==> src/rtl/svm_sched_ctrl_if.sv <==
// Controller-side bundle for the SVM scheduler: trainer capture, test handshake,
// support-vector read channel, kernel response and classification result.
interface svm_sched_ctrl_if #(
   parameter int ADDR_W = 7,
   parameter int TERM_W = 12
);
   logic                     train_done;
   logic [ADDR_W-1:0]        sv_count;
   logic                     retrain;
   logic                     test_valid;
   logic [8:0]               test_x;
   logic                     test_ready;
   logic [8:0]               x_test_q;
   logic [1:0]               mem_opc;
   logic [ADDR_W-1:0]        mem_addr;
   logic                     kern_valid;
   logic signed [TERM_W-1:0] kern_term;
   logic                     class_valid;
   logic signed [1:0]        class_out;
   logic                     busy;
   logic                     err_empty;
   logic                     err_tmo;

   modport master (
      input  train_done, sv_count, retrain, test_valid, test_x, kern_valid, kern_term,
      output test_ready, x_test_q, mem_opc, mem_addr, class_valid, class_out, busy,
             err_empty, err_tmo
   );

   modport slave (
      output train_done, sv_count, retrain, test_valid, test_x, kern_valid, kern_term,
      input  test_ready, x_test_q, mem_opc, mem_addr, class_valid, class_out, busy,
             err_empty, err_tmo
   );
endinterface

==> src/rtl/svm_sched_ctrl.sv <==
// SVM decision scheduler: one read per support vector, saturating accumulation of kernel
// terms, sign emitted as a one-cycle class pulse (2N+1 cycles with 1-cycle responses).
module svm_sched_ctrl #(
   parameter int                       ADDR_W = 7,
   parameter int                       TERM_W = 12,
   parameter int                       ACC_W  = 20,
   parameter logic signed [ACC_W-1:0]  BIAS   = '0,
   parameter int                       TMO    = 16
) (
   input  logic             clk,
   input  logic             resetn,
   svm_sched_ctrl_if.master bus
);

   localparam logic [1:0] OPC_IDLE = 2'b00;
   localparam logic [1:0] OPC_CAP  = 2'b01;
   localparam logic [1:0] OPC_READ = 2'b10;
   localparam int         CNT_W    = $clog2(TMO + 1);

   typedef enum logic [2:0] {
      S_CAPTURE,
      S_READY,
      S_ISSUE,
      S_WAIT,
      S_DECIDE
   } state_t;

   state_t                   st;
   logic signed [ACC_W-1:0]  acc;
   logic signed [ACC_W-1:0]  acc_sum;
   logic [ADDR_W-1:0]        idx;
   logic [ADDR_W-1:0]        n_sv;
   logic [CNT_W-1:0]         tmo_cnt;
   logic                     retrain_pend;
   logic                     idx_last;

   function automatic logic signed [ACC_W-1:0] sat_add(
      input logic signed [ACC_W-1:0]  a,
      input logic signed [TERM_W-1:0] t
   );
      logic [ACC_W:0] s;
      s = {a[ACC_W-1], a} + {{(ACC_W + 1 - TERM_W){t[TERM_W-1]}}, t};
      // Differing top two bits of the widened sum means the ACC_W-bit result overflowed.
      if (s[ACC_W] != s[ACC_W-1])
         sat_add = s[ACC_W] ? {1'b1, {(ACC_W-1){1'b0}}} : {1'b0, {(ACC_W-1){1'b1}}};
      else
         sat_add = s[ACC_W-1:0];
   endfunction

   function automatic logic [1:0] sign_of(input logic signed [ACC_W-1:0] v);
      return v[ACC_W-1] ? 2'b11 : 2'b01;
   endfunction

   assign acc_sum  = sat_add(acc, bus.kern_term);
   assign idx_last = (idx == n_sv - ADDR_W'(1));

   always_ff @(posedge clk or negedge resetn) begin
      if (!resetn) begin
         st              <= S_CAPTURE;
         bus.test_ready  <= 1'b0;
         bus.x_test_q    <= '0;
         bus.mem_opc     <= OPC_CAP;
         bus.mem_addr    <= '0;
         bus.class_valid <= 1'b0;
         bus.class_out   <= '0;
         bus.busy        <= 1'b0;
         bus.err_empty   <= 1'b0;
         bus.err_tmo     <= 1'b0;
         acc             <= '0;
         idx             <= '0;
         n_sv            <= '0;
         tmo_cnt         <= '0;
         retrain_pend    <= 1'b0;
      end else begin
         bus.class_valid <= 1'b0;
         case (st)
            S_CAPTURE: begin
               if (bus.train_done) begin
                  n_sv           <= bus.sv_count;
                  bus.err_empty  <= (bus.sv_count == '0);
                  bus.mem_opc    <= OPC_IDLE;
                  bus.test_ready <= 1'b1;
                  st             <= S_READY;
               end
            end

            S_READY: begin
               // A retrain, fresh or deferred from a classification, beats any offered vector.
               if (retrain_pend || bus.retrain) begin
                  retrain_pend   <= 1'b0;
                  bus.err_empty  <= 1'b0;
                  bus.mem_opc    <= OPC_CAP;
                  bus.test_ready <= 1'b0;
                  st             <= S_CAPTURE;
               end else if (bus.test_valid && bus.test_ready) begin
                  bus.x_test_q   <= bus.test_x;
                  acc            <= BIAS;
                  idx            <= '0;
                  bus.test_ready <= 1'b0;
                  bus.busy       <= 1'b1;
                  if (n_sv == '0) begin
                     bus.class_valid <= 1'b1;
                     bus.class_out   <= sign_of(BIAS);
                     st              <= S_DECIDE;
                  end else begin
                     bus.mem_opc  <= OPC_READ;
                     bus.mem_addr <= '0;
                     st           <= S_ISSUE;
                  end
               end
            end

            S_ISSUE: begin
               if (bus.retrain)
                  retrain_pend <= 1'b1;
               tmo_cnt     <= '0;
               bus.mem_opc <= OPC_IDLE;
               st          <= S_WAIT;
            end

            S_WAIT: begin
               if (bus.retrain)
                  retrain_pend <= 1'b1;
               if (bus.kern_valid) begin
                  acc <= acc_sum;
                  if (idx_last) begin
                     bus.class_valid <= 1'b1;
                     bus.class_out   <= sign_of(acc_sum);
                     st              <= S_DECIDE;
                  end else begin
                     idx          <= idx + ADDR_W'(1);
                     bus.mem_opc  <= OPC_READ;
                     bus.mem_addr <= idx + ADDR_W'(1);
                     st           <= S_ISSUE;
                  end
               end else if (tmo_cnt == CNT_W'(TMO - 1)) begin
                  // Missing response: decide on whatever has been accumulated so far.
                  bus.err_tmo     <= 1'b1;
                  bus.class_valid <= 1'b1;
                  bus.class_out   <= sign_of(acc);
                  st              <= S_DECIDE;
               end else begin
                  tmo_cnt <= tmo_cnt + CNT_W'(1);
               end
            end

            S_DECIDE: begin
               retrain_pend   <= retrain_pend || bus.retrain;
               bus.test_ready <= !(retrain_pend || bus.retrain);
               bus.busy       <= 1'b0;
               st             <= S_READY;
            end

            default: begin
               bus.mem_opc    <= OPC_CAP;
               bus.test_ready <= 1'b0;
               bus.busy       <= 1'b0;
               st             <= S_CAPTURE;
            end
         endcase
      end
   end

endmodule

==> src/flat_wrapper.sv <==
// flat-port wrapper written by rule: the top's interface ports become plain ports
module svm_sched_ctrl_flat 
#(
   parameter int                       ADDR_W = 7,
   parameter int                       TERM_W = 12,
   parameter int                       ACC_W  = 20,
   parameter logic signed [ACC_W-1:0]  BIAS   = '0,
   parameter int                       TMO    = 16
)
  (clk, resetn, bus_train_done, bus_sv_count, bus_retrain, bus_test_valid, bus_test_x, bus_kern_valid, bus_kern_term, bus_test_ready, bus_x_test_q, bus_mem_opc, bus_mem_addr, bus_class_valid, bus_class_out, bus_busy, bus_err_empty, bus_err_tmo);
  svm_sched_ctrl_if #(.ADDR_W(ADDR_W), .TERM_W(TERM_W)) bus_i ();
  input  logic clk;
  input  logic resetn;
  input wire logic [$bits(bus_i.train_done)-1:0] bus_train_done;
  input wire logic [$bits(bus_i.sv_count)-1:0] bus_sv_count;
  input wire logic [$bits(bus_i.retrain)-1:0] bus_retrain;
  input wire logic [$bits(bus_i.test_valid)-1:0] bus_test_valid;
  input wire logic [$bits(bus_i.test_x)-1:0] bus_test_x;
  input wire logic [$bits(bus_i.kern_valid)-1:0] bus_kern_valid;
  input wire logic [$bits(bus_i.kern_term)-1:0] bus_kern_term;
  output wire logic [$bits(bus_i.test_ready)-1:0] bus_test_ready;
  output wire logic [$bits(bus_i.x_test_q)-1:0] bus_x_test_q;
  output wire logic [$bits(bus_i.mem_opc)-1:0] bus_mem_opc;
  output wire logic [$bits(bus_i.mem_addr)-1:0] bus_mem_addr;
  output wire logic [$bits(bus_i.class_valid)-1:0] bus_class_valid;
  output wire logic [$bits(bus_i.class_out)-1:0] bus_class_out;
  output wire logic [$bits(bus_i.busy)-1:0] bus_busy;
  output wire logic [$bits(bus_i.err_empty)-1:0] bus_err_empty;
  output wire logic [$bits(bus_i.err_tmo)-1:0] bus_err_tmo;
  assign bus_i.train_done = bus_train_done;
  assign bus_i.sv_count = bus_sv_count;
  assign bus_i.retrain = bus_retrain;
  assign bus_i.test_valid = bus_test_valid;
  assign bus_i.test_x = bus_test_x;
  assign bus_i.kern_valid = bus_kern_valid;
  assign bus_i.kern_term = bus_kern_term;
  assign bus_test_ready = bus_i.test_ready;
  assign bus_x_test_q = bus_i.x_test_q;
  assign bus_mem_opc = bus_i.mem_opc;
  assign bus_mem_addr = bus_i.mem_addr;
  assign bus_class_valid = bus_i.class_valid;
  assign bus_class_out = bus_i.class_out;
  assign bus_busy = bus_i.busy;
  assign bus_err_empty = bus_i.err_empty;
  assign bus_err_tmo = bus_i.err_tmo;
  svm_sched_ctrl #(.ADDR_W(ADDR_W), .TERM_W(TERM_W), .ACC_W(ACC_W), .BIAS(BIAS), .TMO(TMO)) u_core (.clk(clk), .resetn(resetn), .bus(bus_i));
endmodule
==> config.mk <==
export PLATFORM = sky130hd
export DESIGN_NAME = svm_sched_ctrl_flat
export DESIGN_NICKNAME = d
export VERILOG_FILES = /design/src/rtl/svm_sched_ctrl_if.sv /design/src/rtl/svm_sched_ctrl.sv /design/src/flat_wrapper.sv
export SDC_FILE = /design/constraint.sdc
export NUM_CORES = 1
export LEC_CHECK = 0
export BUFFER_PORTS_ARGS = -buffer_cell sky130_fd_sc_hd__buf_2
export CORE_MARGIN = 4
export CORE_UTILIZATION = 55
export CTS_CLUSTER_SIZE = 10
export DETAILED_ROUTE_END_ITERATION = 8
export GPL_ROUTABILITY_DRIVEN = 0
export MAX_ROUTING_LAYER = met4
export PLACE_DENSITY = 0.74
export SLEW_MARGIN = 25
export SYNTH_ARGS = -nofsm -noshare
export SYNTH_HDL_FRONTEND = slang
export SYNTH_SLANG_ARGS = --single-unit
==> constraint.sdc <==
create_clock -name clk -period 4.4 [get_ports clk]
set_input_delay 1.32 -clock clk [delete_from_list [all_inputs] [get_ports clk]]
set_output_delay 1.32 -clock clk [all_outputs]
set_load 0.02 [all_outputs]
==> reports/results.txt, run 1 <==
DR WL/cell - 15.2 microns
Post-layout nets - 593
via total after detailed routing - 3752
Worst Hold Launch - u_core.bus.class_out[0]
Worst Hold End - u_core.bus.class_out[0]
Worst-Margin Slew - 0.948 ns
routed wire length - 9.76 mm
# diodes - 0
M1 WL - 4.73 mm
most common flop cell mapped by yosys - dfrtp_1
Max Cap Viol - 0
Synth Register Bits - 68
Clock Path Buffers - 2
share of cells above drive strength 1 - 21.5%
# hold bufs at CTS - 0
Mapped Nets - 532
Lkg Pwr - 2.35 nW
Syn Std Cell Area - 0.00438 sq mm
Setup WS pre-CTS - 0.107 ns
CTS Root Buffer Type - clkbuf_8
Area contributors post-synth - dfrtp_1, ha_1, nand2_1
TritonCTS Sinks - 68
leading area contributor after synthesis - dfrtp_1
RSZ-0062 raised after global routing - no
Tcrit/Tclk final - 90.2%
Mapped Avg Cell Area - 9.26 sq um
die height - 97.2 microns
Peak Freq - 252 MHz
crit path capture type - register
Max VDD drop - 0.000449 V
largest net degree at the start of global routing - 33
# DRC - 0
CTS Buf Count - 9
post-synth top area share - 38.3%
core area - 0.00773 sq mm
Clock transition at path regs - 0.08 ns
DR iter-0 viols - 181
first-pass GRT wire length - 17.3 mm
Crit Path Class - input pin to register
reg-to-reg startpoint - u_core.acc[0]
minimum clock period - 3.97 ns
uppermost routed layer - met4
number of gates resized after CTS - 0
Setup Skew - 0.0111 ns
Worst Path Required - 4.61 ns
# IOs - 59
count of final setup violators - 0
distinct cell type count after synthesis - 60
PwrDens - 693 mW/mm^2
vias in the first global route - 3711
DP HPWL - 7.10 mm
worst hold path type - register to register
sequential area share after synthesis - 38.9%
Gate Count Post-Synth - 473
placement row count - 32
antenna-violating nets left - 0
Area Overhead vs Synth - 14.2%
Arrival @ worst endpoint - 4.17 ns
met2 WL - 4.48 mm
CP max FO - 17
R2R cell count - 11
met3 routed wirelength - 428 microns
placed cell count - 625
Final Max Tran Viols - 0
Port-buffer cells - 58
CTS tree - done
Setup Buffers After CTS - 0
total negative slack - 0 ns
Slew headroom - 36.8%
via density per instance - 5.85
status - finished, final reports clean
number of synthesized flops with an enable pin - 0
reg2reg end - u_core.acc[17]
Die Width - 97.2 microns
Die Area - 0.00945 sq mm
clk_lat worst skew - 0.34 ns
YS warnings - 0
initial antenna violation count - 0
H-tree Lvls - 3
Initial Util - 56.7%
Final Non-Filler Cells - 641
Total GRT Usage - 22.2%
ys async rst share - 100%
Hold Crit Depth - 1
Setup crit start kind - input pin
Pre-antenna DRT Iters - 6
Hold Vio Cnt, Final - 0
r2r setup slk - 1.15 ns
Remaining Overflow, GRT - 0
setup ws final - 0.431 ns
-- sequential cells by signal (all words and copies together), names as in the netlist --
| name | count |
|---|---|
| u_core.acc | 20 |
| u_core.bus.busy | 1 |
| u_core.bus.class_out | 2 |
| u_core.bus.class_valid | 1 |
| u_core.bus.err_empty | 1 |
| u_core.bus.err_tmo | 1 |
| u_core.bus.mem_addr | 7 |
| u_core.bus.mem_opc | 2 |
| u_core.bus.test_ready | 1 |
| u_core.bus.x_test_q | 9 |
| u_core.idx | 7 |
| u_core.n_sv | 7 |
| u_core.retrain_pend | 1 |
| u_core.st | 3 |
| u_core.tmo_cnt | 5 |
-- worst max-delay path by stage --
| stage | cells past startpoint | from | slack [ns] | to |
|---|---|---|---|---|
| after floorplan | 11 | bus_kern_term[0] | 0.25 | u_core.acc[15] |
| after global placement | 12 | bus_kern_term[0] | 0.18 | u_core.acc[17] |
| after detailed placement | 12 | bus_kern_term[0] | 0.11 | u_core.acc[8] |
| after CTS | 12 | bus_kern_term[0] | 0.44 | u_core.acc[17] |
| after global routing | 12 | bus_kern_term[0] | 0.16 | u_core.acc[13] |
| final | 12 | bus_kern_term[0] | 0.43 | u_core.acc[17] |
-- cell families after synthesis --
family	Yosys count	synth area share, %
and+or+nand+nor	152	16.8
adders and majority gates	25	7.32
AOI/OAI and AO/OA	159	24.3
DFF	68	38.9
muxes	21	5.80
buffers and inverters	26	2.46
xor gates and xnor gates	22	4.40
-- per-layer routing --
layer	up-vias	track usage [%]
li1	1864	-
met1	1802	30.8
met2	77	34.0
met3	9	3.88
met4	0	6.28
met5	-	-
-- critical path, cell delays in order --
cell and delay, ns:
buf_2 0.11, ha_1 0.23, fa_1 0.43, a211oi_1 0.36
nor4_1 0.11, a211oi_1 0.36, a21oi_1 0.15, o21a_1 0.20
o31a_1 0.36, xor2_1 0.18, buf_4 0.26, a22oi_1 0.10
-- cell usage in the layout, fill, tap and decap left out, drive strengths merged, types with 8 or more instances in the layout --
| cell type | Yosys | layout |
|---|---|---|
| a21o | 10 | 10 |
| a21oi | 40 | 40 |
| a22oi | 21 | 21 |
| and3 | 8 | 8 |
| buf | 3 | 66 |
| clkbuf | 13 | 10 |
| dfrtp | 67 | 67 |
| ha | 24 | 24 |
| inv | 10 | 11 |
| mux2 | 20 | 20 |
| nand2 | 57 | 57 |
| nand2b | 12 | 12 |
| nand3 | 9 | 9 |
| nor2 | 32 | 32 |
| nor3 | 10 | 10 |
| o21ai | 42 | 42 |
| xnor2 | 11 | 11 |
| xor2 | 11 | 11 |
-- synthesized netlist by cell type, drive strengths merged (5+ instances only) --
library cell  number
a21oi             40
inv               10
nand3              9
o21ai             42
clkbuf            13
xor2              11
a21o              10
nand2             57
mux2              20
dfrtp             67
ha                24
a211oi             7
nor2              32
a31oi              6
a22oi             21
xnor2             11
nand2b            12
o22ai              6
nor3              10
and3               8
o21a               5
-- report_power, final --
| group | switching (W) | total [W] | internal [W] |
|---|---|---|---|
| clock network | 0.000251 | 0.000513 | 0.000262 |
| logic | 0.00108 | 0.00186 | 0.000779 |
| registers | 0.000227 | 0.00109 | 0.000863 |
-- metrics by stage --
step	total power [W]	cell area (sq um)	util [%]	hold WS, ns
after CTS	0.00347	5000	64.7	0.470
after floorplan	0.00250	4380	-	0.454
after global placement	0.00289	4810	62.2	0.446
after detailed placement	0.00294	4810	62.2	0.450
after global routing	0.00377	5000	64.7	0.493
final	0.00346	5000	64.7	0.464
-- final cells by class --
cell class,count,area [sq um]
fillers,635,2730
multi-input cells,379,2580
flip-flops and latches,68,1700
repair buffers,66,363
clock buffers,10,128
well taps,102,128
clock inverters,6,63.8
inverters,10,37.5
Note: power is estimated with default switching activity, not from simulation.
==> run 2, diff against run 1 <==
==> constraint.sdc (replaced) <==
create_clock -name clk -period 4.4 [get_ports clk]
set_input_delay 0.44 -clock clk [delete_from_list [all_inputs] [get_ports clk]]
set_output_delay 0.44 -clock clk [all_outputs]
set_load 0.02 [all_outputs]
==> reports/results.txt, run 2 (synthesized netlist as in run 1, its figures left out) <==
status - finished, final reports clean
max FFs per register - 20
slowest cell on the critical path - fa_1
PwrDens - 708 mW/mm^2
core area - 0.00773 sq mm
die height - 97.2 microns
Area Overhead vs Synth - 14.5%
Remaining Overflow, GRT - 0
Final Max Tran Viols - 0
Lkg Pwr - 2.36 nW
worst path bufs/invs - 1
Worst Path Required - 4.67 ns
CTS Buf Count - 9
Port-buffer cells - 58
sw power - 0.00160 W
Crit path largest cell delay - 0.43 ns
Post-layout nets - 591
Total GRT Usage - 22.0%
Setup crit start kind - register
Clock transition at path regs - 0.08 ns
Slew headroom - 53.1%
share of cells above drive strength 1 - 21.4%
CTS tree - done
via total after detailed routing - 3800
leading cell type in the layout, fill and taps excluded - dfrtp_1
via density per instance - 5.95
DR iter-0 viols - 157
number of gates resized after CTS - 0
Top reg by flops - u_core.acc
Largest regs - u_core.acc: 20 flops, u_core.bus.x_test_q: 9 flops
antenna-violating nets left - 0
Tcrit/Tclk final - 75.3%
# DRC - 0
CTS Root Buffer Type - clkbuf_8
Initial Util - 56.7%
cell area after layout - 0.00501 sq mm
largest net degree at the start of global routing - 55
crit path capture type - register
Pint - 0.00196 W
Most Frequent Cell on Critical Path - a211oi_1
Fillers - 652
clk_lat worst skew - 0.36 ns
placement row count - 32
count of final setup violators - 0
sequential power share - 30.8%
Crit Path Class - register to register
Die Area - 0.00945 sq mm
H-tree Lvls - 3
vias in the first global route - 3718
TritonCTS Sinks - 68
clock network fraction of total power - 16.6%
Clock Path Buffers - 2
Placed Instance Area - 0.00478 sq mm
Critical Path, Cell by Cell - ha_1 > fa_1 > a211oi_1 > nor4_1 > a211oi_1 > a21oi_1 > o21a_1 > o31a_1 > xor2_1 > buf_4 > a22oi_1
worst hold path type - input pin to register
family with the most delay on the worst path - compound AO/OA/AOI/OAI gates
DR WL/cell - 15.7 microns
Die Width - 97.2 microns
Hold Vio Cnt, Final - 0
RSZ-0062 raised after global routing - no
CP max FO - 17
initial antenna violation count - 0
Setup Skew - 0.0150 ns
minimum clock period - 3.31 ns
combinational share of power - 52.6%
# IOs - 59
Arrival @ worst endpoint - 3.58 ns
Pre-antenna DRT Iters - 4
Peak Freq - 302 MHz
# diodes - 0
sw frac - 45.0%
first-pass GRT wire length - 17.1 mm
Max VDD drop - 0.000379 V
total negative slack - 0 ns
commonest non-fill, non-tap cells in the layout - dfrtp_1, buf_2, nand2_1
routed wire length - 10.0 mm
Worst-Margin Slew - 0.694 ns
Max Cap Viol - 0
DP HPWL - 7.09 mm
## run 2: cell count changes in the layout (fill, tap and decap cells not counted), sizes merged
cell,previous run,this run
bufinv,1,2
clkinvlp,2,1
clkinv,2,3
buf,66,63
dlygate4sd3,0,1
clkbuf,10,9
## run 2: timing repair
action                     in CTS  in global routing
hold buffers                    1                  0
hold endpoints to repair       14                  0
buffers inserted                0                  0
setup endpoints to repair       0                  0
## run 2: cell type report
type / count / area, sq um / share of cell area, %
clock buffer: 9 / 124 / 2.47
tap: 102 / 128 / 2.54
inverter: 10 / 37.5 / 0.749
timing repair buffer: 64 / 338 / 6.74
multi-input combinational: 379 / 2590 / 51.6
sequential: 68 / 1700 / 34.0
clock inverter: 7 / 98.8 / 1.97
## run 2: worst paths after layout
kind | start | depth (start not counted) | slack [ns] | endpoint
worst max-delay path | u_core.acc[0] | 11 | 1.09 | u_core.acc[17]
worst min-delay path | bus_test_x[6] | 2 | 0.31 | u_core.bus.x_test_q[6]
worst max register to register | u_core.acc[0] | 11 | 1.09 | u_core.acc[17]
worst min register to register | u_core.bus.class_out[0] | 1 | 0.47 | u_core.bus.class_out[0]
max in group asynchronous | resetn | 3 | 2.88 | u_core.bus.x_test_q[1]
min in group asynchronous | resetn | 2 | 0.52 | u_core.bus.mem_addr[2]
## run 2: per-layer routing
layer	GRT usage, %	routed length, microns	share of wire (%)
met1	29.9	4760	48
met3	4.45	519	5.2
met4	6.39	151	1.5
met2	33.8	4580	46
met5	-	0	0
## run 2: per-stage QoR
step	instances	util (%)	setup slack [ns]	total power (W)	hold WS, ns
floorplan	473	-	1.13	0.00250	0.144
global placement	622	61.8	1.05	0.00288	0.354
detailed placement	622	61.8	0.921	0.00294	0.358
CTS	639	64.8	1.09	0.00355	0.303
global route	639	64.9	0.858	0.00384	0.313
finish	639	64.9	1.09	0.00355	0.310
## run 2: power groups by stage
stage / registers [W] / clock network (W) / logic [W]
2_1_floorplan: 0.00111 / 0 / 0.00139
3_3_place_gp: 0.00109 / 0 / 0.00179
3_5_place_dp: 0.00110 / 0 / 0.00184
4_1_cts: 0.00109 / 0.000598 / 0.00186
5_1_grt: 0.00113 / 0.000633 / 0.00208
6_report: 0.00110 / 0.000590 / 0.00187
